`config.mk`:
```
export PLATFORM = sky130hd
export DESIGN_NAME = fetch_unit
export DESIGN_NICKNAME = d
export VERILOG_FILES = /design/src/rtl/fetch_unit.sv
export SDC_FILE = /design/constraint.sdc
export NUM_CORES = 1
export LEC_CHECK = 0
export ABC_CLOCK_PERIOD_IN_PS = 11800
export BUFFER_PORTS_ARGS = -buffer_cell sky130_fd_sc_hd__buf_4
export CAP_MARGIN = 20
export CORE_MARGIN = 5
export CORE_UTILIZATION = 40
export CTS_CLUSTER_SIZE = 28
export DETAILED_ROUTE_END_ITERATION = 16
export SLEW_MARGIN = 20
export SYNTH_ARGS = -nofsm -noshare
export SYNTH_HDL_FRONTEND = slang
export SYNTH_SLANG_ARGS = --single-unit
```
`constraint.sdc`:
```
create_clock -name clk_i -period 11.8 [get_ports clk_i]
set_input_delay 1.18 -clock clk_i [delete_from_list [all_inputs] [get_ports clk_i]]
set_output_delay 1.18 -clock clk_i [all_outputs]
set_load 0.1 [all_outputs]
```
`src/rtl/fetch_unit.sv`:
```
// Instruction fetch front-end: owns the PC, issues in-order imem reads, buffers {pc, instr}
// pairs for decode and drops stale in-flight responses after a redirect.
module fetch_unit #(
    parameter logic [31:0] RESET_PC        = 32'h0000_0000,
    parameter int          FIFO_DEPTH      = 2,
    parameter int          MAX_OUTSTANDING = 2
) (
    input  logic        clk_i,
    input  logic        rst_i,
    input  logic        stall_i,
    input  logic        jump_i,
    input  logic [31:0] jump_addr_i,
    output logic        imem_req_valid_o,
    input  logic        imem_req_ready_i,
    output logic [31:0] imem_addr_o,
    input  logic        imem_resp_valid_i,
    input  logic [31:0] imem_resp_data_i,
    output logic        valid_o,
    output logic [31:0] pc_o,
    output logic [31:0] instr_o
);
    localparam int PW = $clog2(FIFO_DEPTH);
    localparam int CW = $clog2(FIFO_DEPTH + 1);
    localparam int OW = $clog2(MAX_OUTSTANDING + 1);
    localparam int QW = (MAX_OUTSTANDING > 1) ? $clog2(MAX_OUTSTANDING) : 1;
    localparam logic [31:0] NOP = 32'h0000_0013;

    typedef enum logic [0:0] {
        ST_RUN   = 1'b0,
        ST_DRAIN = 1'b1
    } state_t;

    state_t        state_r;
    state_t        state_s;
    logic [31:0]   fetch_pc_r;
    logic [31:0]   buf_pc_r    [FIFO_DEPTH];
    logic [31:0]   buf_instr_r [FIFO_DEPTH];
    logic [PW-1:0] rd_ptr_r;
    logic [PW-1:0] wr_ptr_r;
    logic [CW-1:0] occ_r;
    logic [31:0]   ifq_pc_r [MAX_OUTSTANDING];
    logic [QW-1:0] ifq_rd_r;
    logic [QW-1:0] ifq_wr_r;
    logic [OW-1:0] outstanding_r;
    logic [OW-1:0] discard_r;
    logic [OW-1:0] discard_s;
    logic [OW-1:0] live_s;
    logic [31:0]   used_s;
    logic          req_valid_s;
    logic          issue_s;
    logic          keep_s;
    logic          pop_s;
    logic          unused_s;

    function automatic logic [QW-1:0] ifq_next(input logic [QW-1:0] ptr);
        logic [QW-1:0] nxt;
        if (ptr == QW'(MAX_OUTSTANDING - 1)) begin
            nxt = QW'(0);
        end else begin
            nxt = ptr + QW'(1);
        end
        return nxt;
    endfunction

    // Credit: buffered entries plus responses still destined for the buffer must fit.
    assign live_s      = outstanding_r - discard_r;
    assign used_s      = 32'(occ_r) + 32'(live_s);
    assign req_valid_s = !rst_i && !jump_i
                         && (32'(outstanding_r) < 32'(MAX_OUTSTANDING))
                         && (used_s < 32'(FIFO_DEPTH));
    assign issue_s     = req_valid_s && imem_req_ready_i;
    assign keep_s      = imem_resp_valid_i && !jump_i && (state_r == ST_RUN);
    assign pop_s       = (occ_r != CW'(0)) && !stall_i && !jump_i;
    assign unused_s    = ^jump_addr_i[1:0];

    assign imem_req_valid_o = req_valid_s;
    assign imem_addr_o      = fetch_pc_r;
    assign valid_o          = (occ_r != CW'(0));
    assign pc_o             = valid_o ? buf_pc_r[rd_ptr_r] : 32'h0000_0000;
    assign instr_o          = valid_o ? buf_instr_r[rd_ptr_r] : NOP;

    // Next discard count and RUN/DRAIN state.
    always_comb begin
        discard_s = discard_r;
        state_s   = state_r;
        if (jump_i) begin
            // A response landing in the jump cycle is already accounted for and dropped.
            discard_s = outstanding_r - OW'(imem_resp_valid_i);
        end else if (imem_resp_valid_i && (discard_r != OW'(0))) begin
            discard_s = discard_r - OW'(1);
        end else begin
            discard_s = discard_r;
        end
        case (state_r)
            ST_RUN: begin
                if (discard_s != OW'(0)) state_s = ST_DRAIN;
                else                     state_s = ST_RUN;
            end
            ST_DRAIN: begin
                if (discard_s == OW'(0)) state_s = ST_RUN;
                else                     state_s = ST_DRAIN;
            end
            default: state_s = ST_RUN;
        endcase
    end

    // State and discard count registers.
    always_ff @(posedge clk_i) begin
        if (rst_i) begin
            state_r   <= ST_RUN;
            discard_r <= OW'(0);
        end else begin
            state_r   <= state_s;
            discard_r <= discard_s;
        end
    end

    // PC, outstanding count and in-flight PC queue.
    always_ff @(posedge clk_i) begin
        if (rst_i) begin
            fetch_pc_r    <= RESET_PC;
            outstanding_r <= OW'(0);
            ifq_rd_r      <= QW'(0);
            ifq_wr_r      <= QW'(0);
            for (int i = 0; i < MAX_OUTSTANDING; i++) begin
                ifq_pc_r[i] <= 32'h0000_0000;
            end
        end else begin
            if (jump_i) begin
                fetch_pc_r <= {jump_addr_i[31:2], 2'b00};
            end else if (issue_s) begin
                fetch_pc_r <= fetch_pc_r + 32'd4;
            end
            outstanding_r <= outstanding_r + OW'(issue_s) - OW'(imem_resp_valid_i);
            if (issue_s) begin
                ifq_pc_r[ifq_wr_r] <= fetch_pc_r;
                ifq_wr_r           <= ifq_next(ifq_wr_r);
            end
            if (imem_resp_valid_i) begin
                ifq_rd_r <= ifq_next(ifq_rd_r);
            end
        end
    end

    // {pc, instr} buffer; a redirect flushes it without popping.
    always_ff @(posedge clk_i) begin
        if (rst_i) begin
            rd_ptr_r <= PW'(0);
            wr_ptr_r <= PW'(0);
            occ_r    <= CW'(0);
            for (int i = 0; i < FIFO_DEPTH; i++) begin
                buf_pc_r[i]    <= 32'h0000_0000;
                buf_instr_r[i] <= NOP;
            end
        end else if (jump_i) begin
            rd_ptr_r <= PW'(0);
            wr_ptr_r <= PW'(0);
            occ_r    <= CW'(0);
        end else begin
            if (keep_s) begin
                buf_pc_r[wr_ptr_r]    <= ifq_pc_r[ifq_rd_r];
                buf_instr_r[wr_ptr_r] <= imem_resp_data_i;
                wr_ptr_r              <= wr_ptr_r + PW'(1);
            end
            if (pop_s) begin
                rd_ptr_r <= rd_ptr_r + PW'(1);
            end
            occ_r <= occ_r + CW'(keep_s) - CW'(pop_s);
        end
    end
endmodule

```
**After elaboration in Yosys (flattened, before gate mapping)**

Memory sizes are Yosys's and may differ from the RTL's. A register that Yosys moved wholly into a read port is not among the register bits.
Index checks and enable logic that the tools add are counted.

- Add/sub/neg operators: 13
- Mux-type cells: 35
- Reductions and logical operators: 21
- $lt $le $gt $ge: 2
- Bitwise gates (word level): 1

Operator list:

| cell | count |
|---|---|
| 2-to-1 mux 32 bit | 7 |
| OR reduction 32 bit | 3 |
| adder 32 x 3 -> 32 bit, second input constant | 1 |
| 2-to-1 mux 1 bit | 25 |
| logical AND 1 bit | 9 |
| nonzero test 2 bit | 4 |
| subtractor 2 x 1 -> 2 bit | 3 |
| adder 1 bit, second input constant | 4 |
| adder 2 x 1 -> 2 bit | 2 |
| 2-to-1 mux 2 bit | 2 |
| adder 2 x 2 -> 3 bit | 1 |
| zero test 1 bit | 3 |
| less-than comparator 3 x 2 -> 1 bit, second input constant | 1 |
| zero test 2 bit | 1 |
| less-than comparator 2 bit, second input constant | 1 |
| one-hot mux 1 bit (2 select lines) | 1 |
| OR reduction 2 bit | 1 |
| subtractor 2 x 1 -> 2 bit, second input constant | 1 |
| subtractor 2 bit | 1 |
| inverter 1 bit | 1 |

- Bits in registers: 43
- Logic and storage cells: 85
- Output and inout port bits: 98
- Input bits: 70
- Memories: 3
- Bits in writable memories: 192

Memory list:

| memory | words | bits a word | rd ports | clocked after Yosys merged registers in | write ports | RTL line | RTL |
|---|---|---|---|---|---|---|---|
| buf_instr_r | 2 | 32 | 1 | 1 | 2 | 37 | `logic [31:0] buf_instr_r [FIFO_DEPTH];` |
| buf_pc_r | 2 | 32 | 1 | 1 | 2 | 36 | `logic [31:0] buf_pc_r [FIFO_DEPTH];` |
| ifq_pc_r | 2 | 32 | 1 | 1 | 2 | 41 | `logic [31:0] ifq_pc_r [MAX_OUTSTANDING];` |

**Logic depth before layout (Yosys ltp)**

Gate-level depths: netlist of run 1.

- Word-level depth: 10
- Depth in mapped cells: 15
- Mapped depth without buffers: 14

**Worst setup path after synthesis of run 1**

Ideal clock, no wire load.

- Path kind: input port to flip-flop
- Start point: input jump_i
- End point: memory buf_instr_r[0][0], enable pin
- Arrival time: 4,962 ps
- Path slack: 6,343 ps
- Data required time: 11,305 ps
- Buffers on the path: 3
- Stages: 6
- Setup time: 495 ps
- Path through: buf_6 inv_1 clkbuf_1 clkbuf_1 nand2_1 o21bai_1

RTL lines:

| item | RTL line | RTL |
|---|---|---|
| start, declared | 11 | `input logic jump_i,` |
| end, declared | 37 |  |

==> results of run 1 <==
-- layout make-up --
class                   count  area, µm²
clock buffers              31        668
clock inverters            12        119
fillers                  2231      12700
inverters                   9       33.8
multi-input cells         572       3690
flip-flops and latches    227       6390
well taps                 330        413
repair buffers            171       1300
-- cell usage in the layout, fill, tap and decap left out, drive strengths merged, types with 3 or more instances in the layout --
cell type,count
buf,171
conb,4
and3,36
ha,8
clkinv,9
o22ai,6
nand2,28
a21oi,18
nor2,150
nand2b,6
clkbuf,31
xor2,4
and2,94
mux2i,95
nand4,8
o21bai,3
inv,10
and4,4
o21ai,4
dfxtp,43
nor3,8
a211oi,10
or3,7
nand3,16
nor4,10
edfxtp,184
a31oi,5
xnor2,27
or2,4
-- registers in the layout (all words and copies together) (netlist names), named ones only --
signal,count
outstanding_r,2
ifq_pc_r,60
rd_ptr_r,1
state_r,1
imem_addr_o,30
wr_ptr_r,1
buf_instr_r,64
ifq_wr_r,1
occ_r,2
buf_pc_r,60
ifq_rd_r,1
discard_r,2
-- metrics by stage --
stage	power, mW	instance area [µm²]	utilization (%)	instances
after floorplan	1.17	10400	-	872
after global placement	1.25	11800	46.6	1308
after detailed placement	1.25	11800	46.6	1308
after CTS	2.00	12600	49.7	1351
after global routing	2.06	12600	49.8	1352
final	1.98	12600	49.8	1352
-- where the power goes --
part           total (mW)  internal, mW  switching, mW
Clock               0.747         0.444          0.302
Sequential          0.950         0.917         0.0335
Combinational       0.279        0.0807          0.199
-- worst max-delay path by stage --
stage          cells past startpoint  slack, ps                end              from
2_1_floorplan                      6       6340  buf_instr_r[0][0]            jump_i
3_3_place_gp                       6       7150    ifq_pc_r[0][10]             rst_i
3_5_place_dp                       6       7150     ifq_pc_r[0][6]             rst_i
4_1_cts                           10       7310     ifq_pc_r[0][7]  outstanding_r[0]
5_1_grt                           10       7070    ifq_pc_r[0][18]  outstanding_r[0]
6_report                          10       7390    ifq_pc_r[0][14]  outstanding_r[0]
-- layer usage --
metal | vias up | share of wire [%]
met5 | - | 0
met4 | 0 | 1.7
met3 | 29 | 6.4
met2 | 187 | 45
met1 | 3253 | 47
li1 | 3345 | -
-- worst max-delay path, delay by kind of cell, from the launching register on --
kind	cells	cell delay [ps]
simple gates	4	2300
fa+ha+maj	2	800
flops	1	330
buf+inv	2	300
xor+xnor	2	280
-- cells by family after synthesis --
| logic type | Yosys count | synth area share, % |
|---|---|---|
| AOI/OAI and AO/OA | 53 | 3.28 |
| xor gates and xnor gates | 31 | 2.62 |
| adders and majority gates | 9 | 1.16 |
| buffers and inverters | 73 | 2.97 |
| DFF | 227 | 61.7 |
| muxes | 97 | 9.41 |
| other | 1 | 0.0362 |
| and+or+nand+nor | 378 | 18.8 |
==> results.toml, run 1 <==
[clocking]
cts_setup_buffers = 0
clk_pin_slew_worst_paths_ps = 60
htree_levels = 1
post_cts_resized = 0
cts_tree = "yes"
cts_buffers = 25
clockBufferDepth = 3
cts-root-buf = "clkbuf_16"
cts_sinks = 227
holdBufCountCts = 0
worstSkewPairLatency_ps = 520

[logic_synthesis]
synthTopCellsByArea = "edfxtp_1, mux2i_1, dfxtp_1"
synth_area_um2 = 10300
yosys-top-cells-count = "edfxtp_1, nor2_1, mux2i_1"
synthFlopType = "edfxtp_1"
synth_cells = 869
synth_top_area_share_pct = 53.4
synth_area_per_cell_um2 = 11.9
synth_edf_count = 184
seq_area_frac_synth_pct = 61.7
synth_top_area_cell = "edfxtp_1"
yosysMostFrequentCell = "edfxtp_1"
ys_warn_count = 0
synth_seq_cells = 227
async_flop_share_pct = 0
yosys.cell_types.count = 48

[min_path]
min_from = "ifq_rd_r"
hold_path.class = "reg2reg"
hold_depth = 2

[pwr]
ir_worst_vdd_uv = 97.0
power_density_nw_per_um2 = 157
power.leakage_nw = 4.78

[final_layout]
drive_above_1_share_pct = 21.9
nets = 1085
area_growth_pct = 21.9
antenna_cells = 0

[global_routing]
grt_pass1_wl_mm = 37.2
grt_overflow = 0
busiest_layer = "met2"
met3_usage_pct = 3.03
track_usage_pct = 15.9
met2_usage_pct = 25.0
grt_pass1_vias = 6913
antenna_found_initial = 0
met1_usage_pct = 22.6
grt_max_degree = 63

[floorplanning]
die_area_um2 = 29200
coreArea_um2 = 25300
io_pins = 168
die_w_um = 171
rows = 58
die_h_um = 171
start_util_pct = 40.9

[sta]
rsz0062_at_grt = "false"
period_needed_ps = 4410
relSlewSlack_pct = 29.7
fmax_mhz = 227
fin_setup_tns_ps = 0
tightest_slew_ps = 1050
skew_ps = 13.5
hold_violations = 0
min_period_over_period_pct = 37.3
setup_ws_ps = 7390
slew_viol_final = 0
holdWs_ps = 515
setup_viol = 0

[drt]
drc = 0
dr.pass1.iters = 4
wl_per_cell_um = 17.5
drtIter0Drc = 480
viasPerCell = 5.04
num_vias = 6814
wl_mm = 23.6
postRouteAntennaNets = 0

[placed_design]
place_ws_ps = 7150
dpl.hpwl_mm = 15.1
port-buffer-count = 161
place_congestion = 0.817

[setup_path]
critPathArrivalTime_ps = 4540
r2r_setup_slack_ps = 7390
path_max_fanout = 36
worstPathRequired_ps = 11940
critPathMostFrequentCell = "xnor2_1"
reg2reg_from = "outstanding_r[0]"
cp_slowest_stage_delay_ps = 850
r2r-end = "ifq_pc_r[0][14]"
cpMaxStageDelayCell = "nor2_2"
crit_chain = "inv_1, ha_1, xnor2_1, xnor2_1, fa_1, nand4b_4, nor2_8, inv_2, nor2_2, or2_2"
crit_path_end_kind = "flip-flop"
start_kind = "flip-flop"
reg2reg_depth = 10
path_class = "reg2reg"

[job]
drv_cap = 0

[run_status]
status = "completed"
Note: power is estimated with default switching activity, not from simulation.
==> inputs of run 2 (changes only) <==
ABC_CLOCK_PERIOD_IN_PS = 4200   (was 11800)
clock period = 4.2 ns   (was 11.8 ns; I/O delays follow)
==> run 2 against run 1 <==
- routed wire length grew 0.41%
- clock-buffer cell count increased by 3
- via count rose by 0.66%
- maximum frequency rose by 41%
- sequential cell count unchanged
- global-route usage up 0.14 points
- first-iteration DRC count is 6.0% higher
- largest cell class unchanged
- critical path type unchanged
==> results.toml, run 2 (synthesized netlist as in run 1, its figures left out) <==
[run_status]
status = "completed"

[setup_path]
critPathMostFrequentCell = "xnor2_1"
critical_path_buf_inv_count = 1
r2r-end = "imem_addr_o[29]"
reg2reg_depth = 10
crit_chain = "inv_1, ha_1, xnor2_1, xnor2_1, fa_1, and4b_1, nand4_1, nor4_1, xnor2_1, o22ai_1"
reg2reg_from = "outstanding_r[0]"
worstPathRequired_ps = 4570
path_max_fanout = 7
start_kind = "flip-flop"
crit_path_end_kind = "flip-flop"
cpMaxStageDelayCell = "fa_1"
critPathTopFamily = "simple AND/OR/NAND/NOR gates"
cp_slowest_stage_delay_ps = 610
critPathArrivalTime_ps = 3510
path_depth = 10
path_class = "reg2reg"
r2r_setup_slack_ps = 1070

[min_path]
min_delay_worst_endpoint = "imem_addr_o[4]"
hold_depth = 3
min_from = "jump_addr_i[4]"
hold_path.class = "in2reg"

[floorplanning]
rows = 58
start_util_pct = 40.9
io_pins = 168
die_h_um = 171
die_area_um2 = 29200
coreArea_um2 = 25300
die_w_um = 171

[sta]
setup_viol = 0
setup_ws_ps = 1070
fin_setup_tns_ps = 0
min_period_over_period_pct = 74.6
relSlewSlack_pct = 32.7
hold_violations = 0
tightest_slew_ps = 1010
skew_ps = 7.11
period_needed_ps = 3130
fmax_mhz = 319
rsz0062_at_grt = "false"
slew_viol_final = 0

[clocking]
htree_levels = 1
clk_pin_slew_worst_paths_ps = 60
worstSkewPairLatency_ps = 510
cts_sinks = 227
clockBufferDepth = 3
post_cts_resized = 0
holdBufCountCts = 0
cts_tree = "yes"
cts-root-buf = "clkbuf_16"
cts_setup_buffers = 0
cts_buffers = 25

[drt]
wl_mm = 23.7
dr.pass1.iters = 5
wl_per_cell_um = 17.5
drtIter0Drc = 509
num_vias = 6859
postRouteAntennaNets = 0
viasPerCell = 5.06
drc = 0

[global_routing]
grt_pass1_vias = 6641
track_usage_pct = 16.0
grt_overflow = 0
antenna_found_initial = 0
grt_pass1_wl_mm = 37.4
grt_max_degree = 63

[pwr]
ir_worst_vdd_uv = 245
power_density_nw_per_um2 = 432
power.leakage_nw = 4.77

[final_layout]
drive_above_1_share_pct = 21.9
area_growth_pct = 21.6
final_common_cell = "edfxtp_1"
reg.largest.list = "buf_instr_r: 64 flops, buf_pc_r: 60 flops, ifq_pc_r: 60 flops"
fill_cells = 2285
largest_register_ffs = 64
nets = 1087
regMostFlops = "buf_instr_r"
final_cell_mix = "edfxtp_1, buf_4, nor2_1"
antenna_cells = 0
final_area_um2 = 12600

[placed_design]
place_congestion = 0.846
place_ws_ps = 1050
port-buffer-count = 161
placed_area_um2 = 11800
dpl.hpwl_mm = 15.3

[job]
drv_cap = 0
==> run 2: cell types whose count changed in the layout (fill, tap and decap cells not counted), sizes merged <==
cell      change
clkinvlp      +1
clkbuf        +3
bufinv        -2
buf           +2
==> run 2: metal layers <==
layer  wire length, µm  GRT usage [%]  vias up
li1                  -              -     3353
met1             11000           23.7     3279
met2             10900           24.8      197
met3              1420           2.56       30
met4               379           3.96        0
met5                 0              0        -
==> run 2: layout make-up <==
type / count / area (µm²) / share of cell area, %
clock inverters: 11 / 60.1 / 0.477
multi-input cells: 572 / 3690 / 29.3
repair buffers: 173 / 1320 / 10.5
clock buffers: 34 / 679 / 5.40
well taps: 330 / 413 / 3.28
flip-flops and latches: 227 / 6390 / 50.8
inverters: 9 / 33.8 / 0.268
==> run 2: worst max path at each step <==
stage / start / end
6_report: outstanding_r[0] / imem_addr_o[29]
5_1_grt: outstanding_r[0] / imem_addr_o[29]
4_1_cts: outstanding_r[0] / imem_addr_o[29]
3_5_place_dp: outstanding_r[0] / imem_addr_o[29]
3_3_place_gp: outstanding_r[0] / imem_addr_o[29]
2_1_floorplan: outstanding_r[0] / imem_req_valid_o
==> run 2: power breakdown <==
group / switching [mW] / internal, mW / leakage (nW)
sequential: 0.0946 / 2.58 / 2.25
combinational: 0.559 / 0.233 / 2.16
clock: 0.844 / 1.13 / 0.368
total: 1.50 / 3.94 / 4.77
==> run 2: metrics by stage <==
step / total power [mW] / hold slack (ps) / std cells / utilization [%]
after floorplan: 3.28 / 480 / 872 / -
after global placement: 3.51 / 496 / 1311 / 46.8
after detailed placement: 3.52 / 509 / 1311 / 46.8
after CTS: 5.50 / 128 / 1356 / 49.7
after global routing: 5.66 / 130 / 1356 / 49.7
final: 5.44 / 146 / 1356 / 49.7
==> run 2: worst reg2reg max path, stage by stage (launching register included) <==
cell	delay, ps
dfxtp_1	330
inv_1	60
ha_1	200
xnor2_1	130
xnor2_1	160
fa_1	610
and4b_1	450
nand4_1	400
nor4_1	440
xnor2_1	160
o22ai_1	90
==> inputs of run 3 (changes only) <==
ABC_CLOCK_PERIOD_IN_PS = 2900   (was 4200)
clock period = 2.9 ns   (was 4.2 ns; I/O delays follow)
==> run 3 against run 2 <==
- worst setup slack got worse by 920 ps
- clock-buffer cell count down 8
- non-clock buffer count increased by 16
- sequential cell count is the same
- register-to-register slack got worse by 920 ps
- worst hold slack lost 120 ps
- routed wire length increased by 0.35%
- cell area up 3.2%
- final cell count rose by 1.2%
- sequential share of layout area down 1.6 points
- critical endpoint is now outstanding_r[1]
- largest power group unchanged
==> results.toml, run 3 (synthesized netlist as in run 1, its figures left out) <==
[drt]
wl_mm = 23.8
wl_per_cell_um = 17.3
postRouteAntennaNets = 0
dr.pass1.iters = 5
num_vias = 6875
drtIter0Drc = 467
drc = 0
viasPerCell = 5.01

[clocking]
cts_sinks = 227
cts_buffers = 25
htree_levels = 1
worstSkewPairLatency_ps = 510
clockBufferDepth = 3
cts_tree = "yes"
clk_pin_slew_worst_paths_ps = 60
cts-root-buf = "clkbuf_16"

[sta]
hold_violations = 0
setup_viol = 0
period_needed_ps = 2760
fin_setup_tns_ps = 0
slew_viol_final = 0
relSlewSlack_pct = 56.7
setup_ws_ps = 145
holdWs_ps = 26.3
skew_ps = 7.68
fmax_mhz = 363
min_period_over_period_pct = 95.0
tightest_slew_ps = 650

[final_layout]
final_area_um2 = 13000
regMostFlops = "buf_instr_r"
multi_input_area_um2 = 3740
final_cell_mix = "edfxtp_1, buf_4, nor2_1"
reg.largest.list = "buf_instr_r: 64 flops, buf_pc_r: 60 flops, ifq_pc_r: 60 flops"
area_growth_pct = 25.5
fill_cells = 2250
nets = 1103
ff_latch_area_um2 = 6390
largest_register_ffs = 64
final_common_cell = "edfxtp_1"
drive_above_1_share_pct = 23.9
final_core_util_pct = 51.3
instances_no_fill = 1372
antenna_cells = 0

[floorplanning]
die_area_um2 = 29200
io_pins = 168
rows = 58
die_h_um = 171
start_util_pct = 40.9
die_w_um = 171
coreArea_um2 = 25300

[placed_design]
place_ws_ps = 95.2
port-buffer-count = 161
placed_area_um2 = 12000
placed_cells = 1323
place_congestion = 0.831
dpl.hpwl_mm = 15.8

[setup_path]
start_kind = "flip-flop"
reg2reg_depth = 14
path_max_fanout = 4
crit_chain = "inv_1, ha_2, xnor2_2, xnor2_1, fa_2, nand4b_4, nor2_8, inv_2, ha_1, inv_1, ha_1, xor2_1, xnor2_1, nor2_1"
cpMaxStageDelayCell = "fa_2"
path_class = "reg2reg"
critPathArrivalTime_ps = 3140
worstPathRequired_ps = 3280
cp_slowest_stage_delay_ps = 590
crit_path_end_kind = "flip-flop"

[min_path]
hold_depth = 3
hold_path.class = "in2reg"

[pwr]
power.leakage_nw = 4.95
power.total_mw = 8.43
power_density_nw_per_um2 = 649
ir_worst_vdd_uv = 415

[job]
drv_cap = 0

[global_routing]
grt_overflow = 0
grt_pass1_vias = 6788
track_usage_pct = 15.9
grt_max_degree = 63
grt_pass1_wl_mm = 37.4
antenna_found_initial = 0

[run_status]
status = "completed"
==> run 3: changes by cell type in the layout (fill, tap and decap cells not counted), sizes merged <==
cell         before  now
inv              10    9
clkinvlp          1    4
bufinv            0    6
clkbuf           34   26
dlygate4sd3       0    3
buf             173  186
==> run 3: final cells by class <==
type	count	share of cell area (%)
clock inverter	19	1.95
sequential	227	49.2
clock buffer	26	4.85
multi-input combinational	572	28.8
inverter	9	0.260
timing repair buffer	189	11.8
tap	330	3.18
==> run 3: power breakdown <==
| part | internal [mW] | total [mW] | switching, mW |
|---|---|---|---|
| Combinational | 0.386 | 1.22 | 0.835 |
| Clock | 2.11 | 3.36 | 1.25 |
| Sequential | 3.73 | 3.85 | 0.124 |
| Total | 6.22 | 8.43 | 2.21 |
==> run 3: what timing repair did <==
action | CTS | global route
resized for setup | 0 | 10
setup buffers | 0 | 1
hold buffers | 3 | 0
endpoints found under the setup margin | 0 | 8
hold endpoints to repair | 3 | 0
==> run 3: worst paths after layout <==
check / startpoint / to / slack [ps]
hold reg to reg: ifq_rd_r / flip-flop / 520
setup reg to reg: outstanding_r[0] / outstanding_r[1] / 140
hold / removal: jump_addr_i[4] / imem_addr_o[4] / 30
setup / recovery: outstanding_r[0] / outstanding_r[1] / 140
==> run 3: per-layer routing <==
layer  up-vias  track usage [%]  routed length (µm)  share of wire [%]
met5         -                0                   0                  0
met4         0             4.34                 476                2.0
li1       3373                -                   -                  -
met1      3262             23.4               11100                 47
met3        32             2.43                1320                5.6
met2       208             24.8               10900                 46
==> run 3: worst max-delay path, delay by kind of cell, from the launching register on <==
kind,cells,cell delay (ps)
fa+ha+maj,4,1200
xor+xnor,4,610
simple gates,3,340
flops,1,320
buf+inv,3,160
